<file path="src/rtl/hex_display_scanner_if.sv">
// Signal bundle between the byte producer / display pins and hex_display_scanner.
// The master side feeds the byte and controls; the slave (the scanner) drives the display pins.
interface hex_display_scanner_if #(
    parameter int NUM_ANODES = 4
);
    logic [7:0]            byte_i;
    logic                  load_i;
    logic                  blank_lz_i;
    logic [6:0]            seg_o;
    logic                  dp_o;
    logic [NUM_ANODES-1:0] anode_o;
    logic                  frame_o;

    modport master (
        output byte_i,
        output load_i,
        output blank_lz_i,
        input  seg_o,
        input  dp_o,
        input  anode_o,
        input  frame_o
    );

    modport slave (
        input  byte_i,
        input  load_i,
        input  blank_lz_i,
        output seg_o,
        output dp_o,
        output anode_o,
        output frame_o
    );
endinterface

</file>
<file path="src/rtl/hex_display_scanner.sv">
// Time-multiplexed active-low seven-segment driver for one byte (two hex digits).
// A shadow register takes loads at any time; the displayed copy only changes at frame wrap.
module hex_display_scanner #(
    parameter int REFRESH_DIV = 100000,
    parameter int NUM_ANODES  = 4
) (
    input  logic                  clk_i,
    input  logic                  rst_ni,
    hex_display_scanner_if.slave  bus
);
    localparam int CNT_W = (REFRESH_DIV > 1) ? $clog2(REFRESH_DIV) : 1;
    localparam int IDX_W = (NUM_ANODES > 1) ? $clog2(NUM_ANODES) : 1;

    localparam logic [CNT_W-1:0] CNT_LAST = CNT_W'(REFRESH_DIV - 1);
    localparam logic [IDX_W-1:0] IDX_LAST = IDX_W'(NUM_ANODES - 1);
    localparam logic [6:0]       SEG_OFF  = 7'h7F;

    logic [CNT_W-1:0]      cnt_reg;
    logic [CNT_W-1:0]      cnt_next;
    logic [IDX_W-1:0]      idx_reg;
    logic [IDX_W-1:0]      idx_next;
    logic [7:0]            shadow_reg;
    logic [7:0]            shadow_next;
    logic [7:0]            disp_reg;
    logic [7:0]            disp_next;
    logic [6:0]            seg_reg;
    logic [6:0]            seg_next;
    logic [NUM_ANODES-1:0] anode_reg;
    logic [NUM_ANODES-1:0] anode_next;
    logic                  frame_reg;
    logic                  frame_next;

    logic                  digit_tick;
    logic                  frame_wrap;
    logic                  digit_on;
    logic                  hi_blanked;

    // Active-low {g,f,e,d,c,b,a} glyphs for 0..F.
    function automatic logic [6:0] hex7(input logic [3:0] nib);
        logic [6:0] s;
        case (nib)
            4'h0:    s = 7'h40;
            4'h1:    s = 7'h79;
            4'h2:    s = 7'h24;
            4'h3:    s = 7'h30;
            4'h4:    s = 7'h19;
            4'h5:    s = 7'h12;
            4'h6:    s = 7'h02;
            4'h7:    s = 7'h78;
            4'h8:    s = 7'h00;
            4'h9:    s = 7'h10;
            4'hA:    s = 7'h08;
            4'hB:    s = 7'h03;
            4'hC:    s = 7'h46;
            4'hD:    s = 7'h21;
            4'hE:    s = 7'h06;
            default: s = 7'h0E;
        endcase
        return s;
    endfunction

    // Refresh timing: digit advances when the dwell counter expires.
    always_comb begin
        digit_tick = (cnt_reg == CNT_LAST);
        frame_wrap = digit_tick && (idx_reg == IDX_LAST);
        cnt_next   = digit_tick ? '0 : cnt_reg + CNT_W'(1);
        idx_next   = idx_reg;
        if (digit_tick) begin
            idx_next = (idx_reg == IDX_LAST) ? '0 : idx_reg + IDX_W'(1);
        end
    end

    // Shadow takes every load; the display copy samples the pre-edge shadow only at wrap,
    // so a load on the wrap edge itself waits one more frame.
    always_comb begin
        shadow_next = bus.load_i ? bus.byte_i : shadow_reg;
        disp_next   = frame_wrap ? shadow_reg : disp_reg;
        frame_next  = frame_wrap;
    end

    always_comb begin
        hi_blanked = bus.blank_lz_i && (disp_reg[7:4] == 4'h0);
        digit_on   = 1'b0;
        seg_next   = SEG_OFF;
        if (idx_reg == IDX_W'(0)) begin
            digit_on = 1'b1;
            seg_next = hex7(disp_reg[3:0]);
        end else if ((NUM_ANODES > 1) && (idx_reg == IDX_W'(1)) && !hi_blanked) begin
            digit_on = 1'b1;
            seg_next = hex7(disp_reg[7:4]);
        end
    end

    // Only anodes 0 and 1 can ever light, and never at the same time.
    generate
        for (genvar gi = 0; gi < NUM_ANODES; gi++) begin : g_anode
            if (gi < 2) begin : g_live
                assign anode_next[gi] = ~(digit_on && (idx_reg == IDX_W'(gi)));
            end else begin : g_dark
                assign anode_next[gi] = 1'b1;
            end
        end
    endgenerate

    always_ff @(posedge clk_i or negedge rst_ni) begin
        if (!rst_ni) begin
            cnt_reg    <= '0;
            idx_reg    <= '0;
            shadow_reg <= 8'h00;
            disp_reg   <= 8'h00;
            seg_reg    <= SEG_OFF;
            anode_reg  <= '1;
            frame_reg  <= 1'b0;
        end else begin
            cnt_reg    <= cnt_next;
            idx_reg    <= idx_next;
            shadow_reg <= shadow_next;
            disp_reg   <= disp_next;
            seg_reg    <= seg_next;
            anode_reg  <= anode_next;
            frame_reg  <= frame_next;
        end
    end

    assign bus.seg_o   = seg_reg;
    assign bus.dp_o    = 1'b1;
    assign bus.anode_o = anode_reg;
    assign bus.frame_o = frame_reg;

endmodule

</file>
<file path="src/flat_wrapper.sv">
// flat-port wrapper written by rule: the top's interface ports become plain ports
module hex_display_scanner_flat 
#(
    parameter int REFRESH_DIV = 100000,
    parameter int NUM_ANODES  = 4
)
  (clk_i, rst_ni, bus_byte_i, bus_load_i, bus_blank_lz_i, bus_seg_o, bus_dp_o, bus_anode_o, bus_frame_o);
  hex_display_scanner_if #(.NUM_ANODES(NUM_ANODES)) bus_i ();
  input  logic clk_i;
  input  logic rst_ni;
  input wire logic [$bits(bus_i.byte_i)-1:0] bus_byte_i;
  input wire logic [$bits(bus_i.load_i)-1:0] bus_load_i;
  input wire logic [$bits(bus_i.blank_lz_i)-1:0] bus_blank_lz_i;
  output wire logic [$bits(bus_i.seg_o)-1:0] bus_seg_o;
  output wire logic [$bits(bus_i.dp_o)-1:0] bus_dp_o;
  output wire logic [$bits(bus_i.anode_o)-1:0] bus_anode_o;
  output wire logic [$bits(bus_i.frame_o)-1:0] bus_frame_o;
  assign bus_i.byte_i = bus_byte_i;
  assign bus_i.load_i = bus_load_i;
  assign bus_i.blank_lz_i = bus_blank_lz_i;
  assign bus_seg_o = bus_i.seg_o;
  assign bus_dp_o = bus_i.dp_o;
  assign bus_anode_o = bus_i.anode_o;
  assign bus_frame_o = bus_i.frame_o;
  hex_display_scanner #(.REFRESH_DIV(REFRESH_DIV), .NUM_ANODES(NUM_ANODES)) u_core (.clk_i(clk_i), .rst_ni(rst_ni), .bus(bus_i));
endmodule
</file>
<file path="config.mk">
export PLATFORM = sky130hd
export DESIGN_NAME = hex_display_scanner_flat
export DESIGN_NICKNAME = d
export VERILOG_FILES = /design/src/rtl/hex_display_scanner_if.sv /design/src/rtl/hex_display_scanner.sv /design/src/flat_wrapper.sv
export SDC_FILE = /design/constraint.sdc
export NUM_CORES = 1
export LEC_CHECK = 0
export CORE_UTILIZATION = 35
export CTS_BUF_LIST = sky130_fd_sc_hd__clkbuf_8
export CTS_CLUSTER_SIZE = 30
export DETAILED_ROUTE_END_ITERATION = 10
export GPL_TIMING_DRIVEN = 1
export PLACE_DENSITY = 0.62
export SYNTH_ARGS = -nofsm -noshare
export SYNTH_HDL_FRONTEND = slang
export SYNTH_SLANG_ARGS = --single-unit
</file>
<file path="constraint.sdc">
create_clock -name clk_i -period 2.6 [get_ports clk_i]
set_clock_uncertainty 0.05 [all_clocks]
set_input_delay 0.65 -clock clk_i [delete_from_list [all_inputs] [get_ports clk_i]]
set_output_delay 0.65 -clock clk_i [all_outputs]
set_load 0.005 [all_outputs]
</file>
==> results.cfg, run 1 <==
[placed_design]
port_buffers = 21
place_congestion = 0.778
dpl.cell_count = 345
post-dp-hpwl_um = 3250

[synth]
ys_top_cells_by_count = 36 x dfrtp_1, 19 x ha_1, 17 x nor2_1
ys_ff_latch = 45
yosysUniqueCellTypes = 48
syn-mean-instance-area_um2 = 11.1
synth_edf_count = 0
ys_seq_area_share_pct = 43.6
netlist_top_cells_area = dfrtp_1 35%, ha_1 9.1%, dfstp_2 9.1%
yosysTopAreaCell = dfrtp_1
yosysTopAreaCellShare_pct = 34.5
synthFlopType = dfrtp_1
synth_cells = 236
synthArstFlopShare_pct = 100
yosysMostFrequentCell = dfrtp_1
yosys_warnings = 0
synth_area_mm2 = 0.00261

[critical_path]
max_stage_delay_ps = 450
cp-start-kind = register
cpMaxStageDelayCell = and4_1
cp.required_ps = 2740
worstSetupPathType = reg2reg
critical_path.endpoint_type = register
cp_cell_sequence = ha_1 -> and4_1 -> and4_1 -> nand2_8 -> mux2_4
cp.arrival_ps = 2190
cpMostUsedCell = and4_1
cp_max_fo = 8

[final_layout]
final_net_count = 284
syn2layout_area_growth_pct = 12.8
multi_input_area_mm2 = 0.00131
antenna_cells = 0
largest_reg_flops = 17
drive_above_1_share_pct = 18.1
n_fill_cell = 709
fin_cells = 353
finish.utilization_pct = 40.8
ff_latch_area_mm2 = 0.00114

[timing]
fmax_mhz = 488
fin_tns_setup_ps = 0
period_share_pct = 78.9
fin_crit_ps = 2050
final-hold-violation-count = 0
drv_slew = 0
slew_headroom_pct = 62.6
setup_viol = 0
rsz0062_at_grt = false
worst_pin_slew_ps = 556

[clocking]
cts_setup_buffers = 0
cts_max_level = 2
cts_buffer_depth = 2
holdBufCountCts = 0
cts_tree = yes
cts_resized = 0
cts_sinks = 45
clk_root_buffer_cell = clkbuf_8
clk_pin_slew_worst_paths_ps = 100
clock_latency_ps = 310
numCtsBuffers = 5

[global_route]
antenna_found_initial = 0
grt_pass1_vias = 1557
grt_max_degree = 46
groute.usage.overall_pct = 12.9
grt_pass1_wl_um = 7690
grt.overflow.total = 0

[floorplanning]
die-width_um = 88.4
io-pin-count = 25
placeableCoreArea_mm2 = 0.00721
dieArea_mm2 = 0.00781
dieHeight_um = 88.4
initial_core_util_pct = 36.2
row_count = 31

[route]
first_pass_iters = 4
avgViaCountPerCell = 4.84
routed_wl_um = 4550
vias = 1709
drc = 0
drt_iter0_markers = 77
ant_nets = 0
post_drt_wl_per_cell_um = 12.9

[run_status]
outcome = completed

[flow_run]
cap_viol_max_count = 0

[power_and_ir_drop]
p_per_area_mw_per_mm2 = 448
ir_worst_vdd_v = 0.000176
p_leak_nw = 1.22

[hold_path]
hold_path_class = in2async
==> stage by stage <==
| stage | power (W) | setup slack [ps] | hold WS [ps] | instance area [um^2] |
|---|---|---|---|---|
| floorplan | 0.000750 | 851 | 304 | 2620 |
| global placement | 0.000781 | 518 | 435 | 2830 |
| detailed placement | 0.000782 | 478 | 439 | 2830 |
| CTS | 0.00134 | 547 | 388 | 2940 |
| global route | 0.00137 | 416 | 418 | 2940 |
| finish | 0.00132 | 550 | 369 | 2940 |
==> layer usage <==
metal / global-route usage [%] / wire length [um]
met5: 0 / 0
met4: 3.96 / 38
met3: 3.17 / 140
met2: 19.9 / 2150
met1: 17.8 / 2230
==> worst paths after layout <==
kind | depth (start not counted) | endpoint | slack (ps) | startpoint
worst min register to register | 1 | u_core.disp_reg[3]$_DFFE_PN0P_ | 450 | u_core.shadow_reg[3]$_DFFE_PN0P_
worst max-delay path | 5 | u_core.disp_reg[0]$_DFFE_PN0P_ | 550 | u_core.cnt_reg[0]$_DFF_PN0_
worst max register to register | 5 | u_core.disp_reg[0]$_DFFE_PN0P_ | 550 | u_core.cnt_reg[0]$_DFF_PN0_
max in group asynchronous | 2 | u_core.bus.seg_o[1]$_DFF_PN1_ | 1750 | rst_ni
worst min-delay path | 2 | u_core.shadow_reg[4]$_DFFE_PN0P_ | 370 | rst_ni
min in group clk_i | 1 | u_core.disp_reg[3]$_DFFE_PN0P_ | 450 | u_core.shadow_reg[3]$_DFFE_PN0P_
==> critical path: cells and delay by family (launching register included) <==
family	cells	cell delay, ps
muxes	1	310
adders and majority gates	1	300
DFF	1	430
and+or+nand+nor	3	840
==> layout make-up <==
type	count	area share [%]
inverters	12	1.53
multi-input cells	167	44.4
repair buffers	22	7.23
flip-flops and latches	45	38.6
well taps	99	4.21
clock buffers	5	2.34
clock inverters	3	1.62
==> cell usage in the layout (no fill, tap or decap), drive strengths merged, types with 2 or more instances in the layout <==
cell	instances
conb	3
o21ai	10
nand2	17
nand4	5
mux2	18
dfstp	9
dfrtp	36
mux2i	2
clkbuf	5
a2111oi	2
nor2	17
and4	3
o31ai	2
nor4b	2
clkdlybuf4s50	20
a21oi	7
a22oi	3
nor2b	4
buf	2
nor4	4
nand3	9
xnor2	12
xor2	2
nor3	5
ha	19
a211oi	3
a31oi	3
and3	2
inv	14
==> cells by family after synthesis <==
logic type / count (synthesis) / share of synthesized area (%)
AOI/OAI and AO/OA: 33 / 7.96
xor gates and xnor gates: 14 / 4.70
adders and majority gates: 19 / 9.11
buffers and inverters: 26 / 6.62
DFF: 45 / 43.6
muxes: 21 / 10.5
other: 1 / 0.144
and+or+nand+nor: 77 / 17.4
==> report_power, final <==
part	internal, W	switching, W
Combinational	0.0000261	0.0000216
Clock	0.000293	0.000260
Sequential	0.000712	0.00000538
No activity file was read; power rests on OpenSTA's default activity.
==> inputs of run 2 (changes only) <==
- PLACE_DENSITY: 0.62 -> 0.64
- clock period: 2.6 -> 1.75 ns (I/O delays scaled with it)
==> run 2 against run 1 <==
Net effect: critical endpoint is now u_core.disp_reg[2]$_DFFE_PN0P_; routed wire length grew 4.6%; sequential cell count is the same; highest routed layer unchanged; cell count grew 7.6%; critical path type unchanged.
==> results.cfg, run 2 (synthesized netlist as in run 1, its figures left out) <==
[critical_path]
max_stage_delay_ps = 390
cp-start-kind = register
path_buf_inv = 0
critical_path.endpoint_type = register
cp_max_fo = 8
endpoint = u_core.disp_reg[2]$_DFFE_PN0P_
cp.arrival_ps = 1820
crit_family = simple AND/OR/NAND/NOR gates
ff2ff_path_depth = 5
startpoint = u_core.cnt_reg[0]$_DFF_PN0_
worstSetupPathType = reg2reg
r2r-end = u_core.disp_reg[2]$_DFFE_PN0P_
crit_cells = 5
cp_cell_sequence = ha_1 -> and4_1 -> and4_1 -> nand2_8 -> mux2_4
cpMostUsedCell = and4_1
reg2reg_slack_ps = 80
cp.required_ps = 1890
reg2reg_from = u_core.cnt_reg[0]$_DFF_PN0_
cpMaxStageDelayCell = dfrtp_1

[power_and_ir_drop]
netSwitchingPower_w = 0.000422
combPwrFrac_pct = 4.4
p_leak_nw = 1.39
p_per_area_mw_per_mm2 = 577
switching_share_pct = 23.2
intPower_w = 0.00140
share_seq_of_total_power_pct = 58.7
clkPwrFrac_pct = 36.9
ir_worst_vdd_v = 0.000337

[route]
avgViaCountPerCell = 4.68
routed_wl_um = 4760
ant_nets = 0
first_pass_iters = 6
post_drt_wl_per_cell_um = 12.5
drc = 0
drt_iter0_markers = 116
vias = 1780

[hold_path]
hold_path_class = in2async

[timing]
final-hold-violation-count = 0
fin_crit_ps = 1670
rsz0062_at_grt = false
worst_pin_slew_ps = 542
setup_viol = 0
drv_slew = 0
slew_headroom_pct = 63.9
period_share_pct = 95.7
fmax_mhz = 597

[final_layout]
largest_reg_flops = 17
fin_area_mm2 = 0.00315
n_fill_cell = 705
drive_above_1_share_pct = 27.4
fin_cells = 380
antenna_cells = 0
final_net_count = 311
layout_commonest_cell = dfrtp_1
finish.utilization_pct = 43.7
syn2layout_area_growth_pct = 20.8
final_cell_mix = 35 x dfrtp_1, 26 x buf_4, 19 x ha_1

[floorplanning]
row_count = 31
io-pin-count = 25
initial_core_util_pct = 36.2
dieArea_mm2 = 0.00781
die-width_um = 88.4
placeableCoreArea_mm2 = 0.00721
dieHeight_um = 88.4

[clocking]
cts_tree = yes
numCtsBuffers = 5
clk_root_buffer_cell = clkbuf_8
cts_sinks = 45
cts_max_level = 2
cts_buffer_depth = 2
holdBufCountCts = 0
clk_pin_slew_worst_paths_ps = 100
clock_latency_ps = 290

[placed_design]
port_buffers = 21
post-dp-hpwl_um = 3730
dpl_cell_area_mm2 = 0.00305
dpl.cell_count = 372
place_congestion = 0.801

[global_route]
groute.usage.overall_pct = 13.7
grt.overflow.total = 0
antenna_found_initial = 0
grt_pass1_vias = 1754
grt_max_degree = 24
grt_pass1_wl_um = 8380

[run_status]
outcome = completed

[flow_run]
cap_viol_max_count = 0
[run 2: final cells by class]
type                            count  area, um^2  area share, %
Multi-Input combinational cell    167        1320           41.9
Sequential cell                    45        1140           36.1
Timing Repair Buffer               49         429           13.6
Tap cell                           99         124           3.93
Clock buffer                        5        68.8           2.18
Inverter                           12        45.0           1.43
Clock inverter                      3        25.0          0.794
[run 2: worst min-delay path by stage]
stage,slack (ps),endpoint
6_report,70,u_core.disp_reg[6]$_DFFE_PN0P_
2_1_floorplan,90,u_core.bus.frame_o$_DFF_PN0_
4_1_cts,80,u_core.disp_reg[6]$_DFFE_PN0P_
3_3_place_gp,410,u_core.idx_reg[0]$_DFFE_PN0N_
3_5_place_dp,410,u_core.disp_reg[6]$_DFFE_PN0P_
5_1_grt,100,u_core.disp_reg[6]$_DFFE_PN0P_
[run 2: power groups by stage]
| stage | Clock [W] | Sequential (W) | Combinational, W |
|---|---|---|---|
| 2_1_floorplan | 0 | 0.00108 | 0.0000296 |
| 6_report | 0.000670 | 0.00107 | 0.0000802 |
| 3_5_place_dp | 0 | 0.00109 | 0.0000830 |
| 4_1_cts | 0.000694 | 0.00107 | 0.0000833 |
| 5_1_grt | 0.000742 | 0.00107 | 0.0000896 |
| 3_3_place_gp | 0 | 0.00109 | 0.0000826 |
[run 2: per-layer routing]
layer | GRT usage, % | wire length (um)
met4 | 4.11 | 46
met1 | 18.2 | 2290
met3 | 3.08 | 124
met5 | 0 | 0
met2 | 22.4 | 2310
[run 2: worst reg2reg max path, delay by kind of cell (launching register included)]
family | cells | cell delay, ps
adders and majority gates | 1 | 220
DFF | 1 | 390
muxes | 1 | 310
and+or+nand+nor | 3 | 620
[run 2: per-stage QoR]
stage	worst slack [ps]	total power, W	setup TNS (ps)	hold slack, ps
floorplan	1.26	0.00111	0	91.9
global placement	-145	0.00117	-145	410
detailed placement	-147	0.00117	-147	406
CTS	40.2	0.00184	0	84.8
global route	4.51	0.00190	0	96.9
finish	75.3	0.00182	0	73.8
[run 2: what timing repair did]
action / 4_1_cts / 5_1_grt
setup endpoints to repair: 10 / 6
pin swaps: 0 / 1
setup buffers: 0 / 0
resized for setup: 11 / 4
gates cloned: 0 / 0
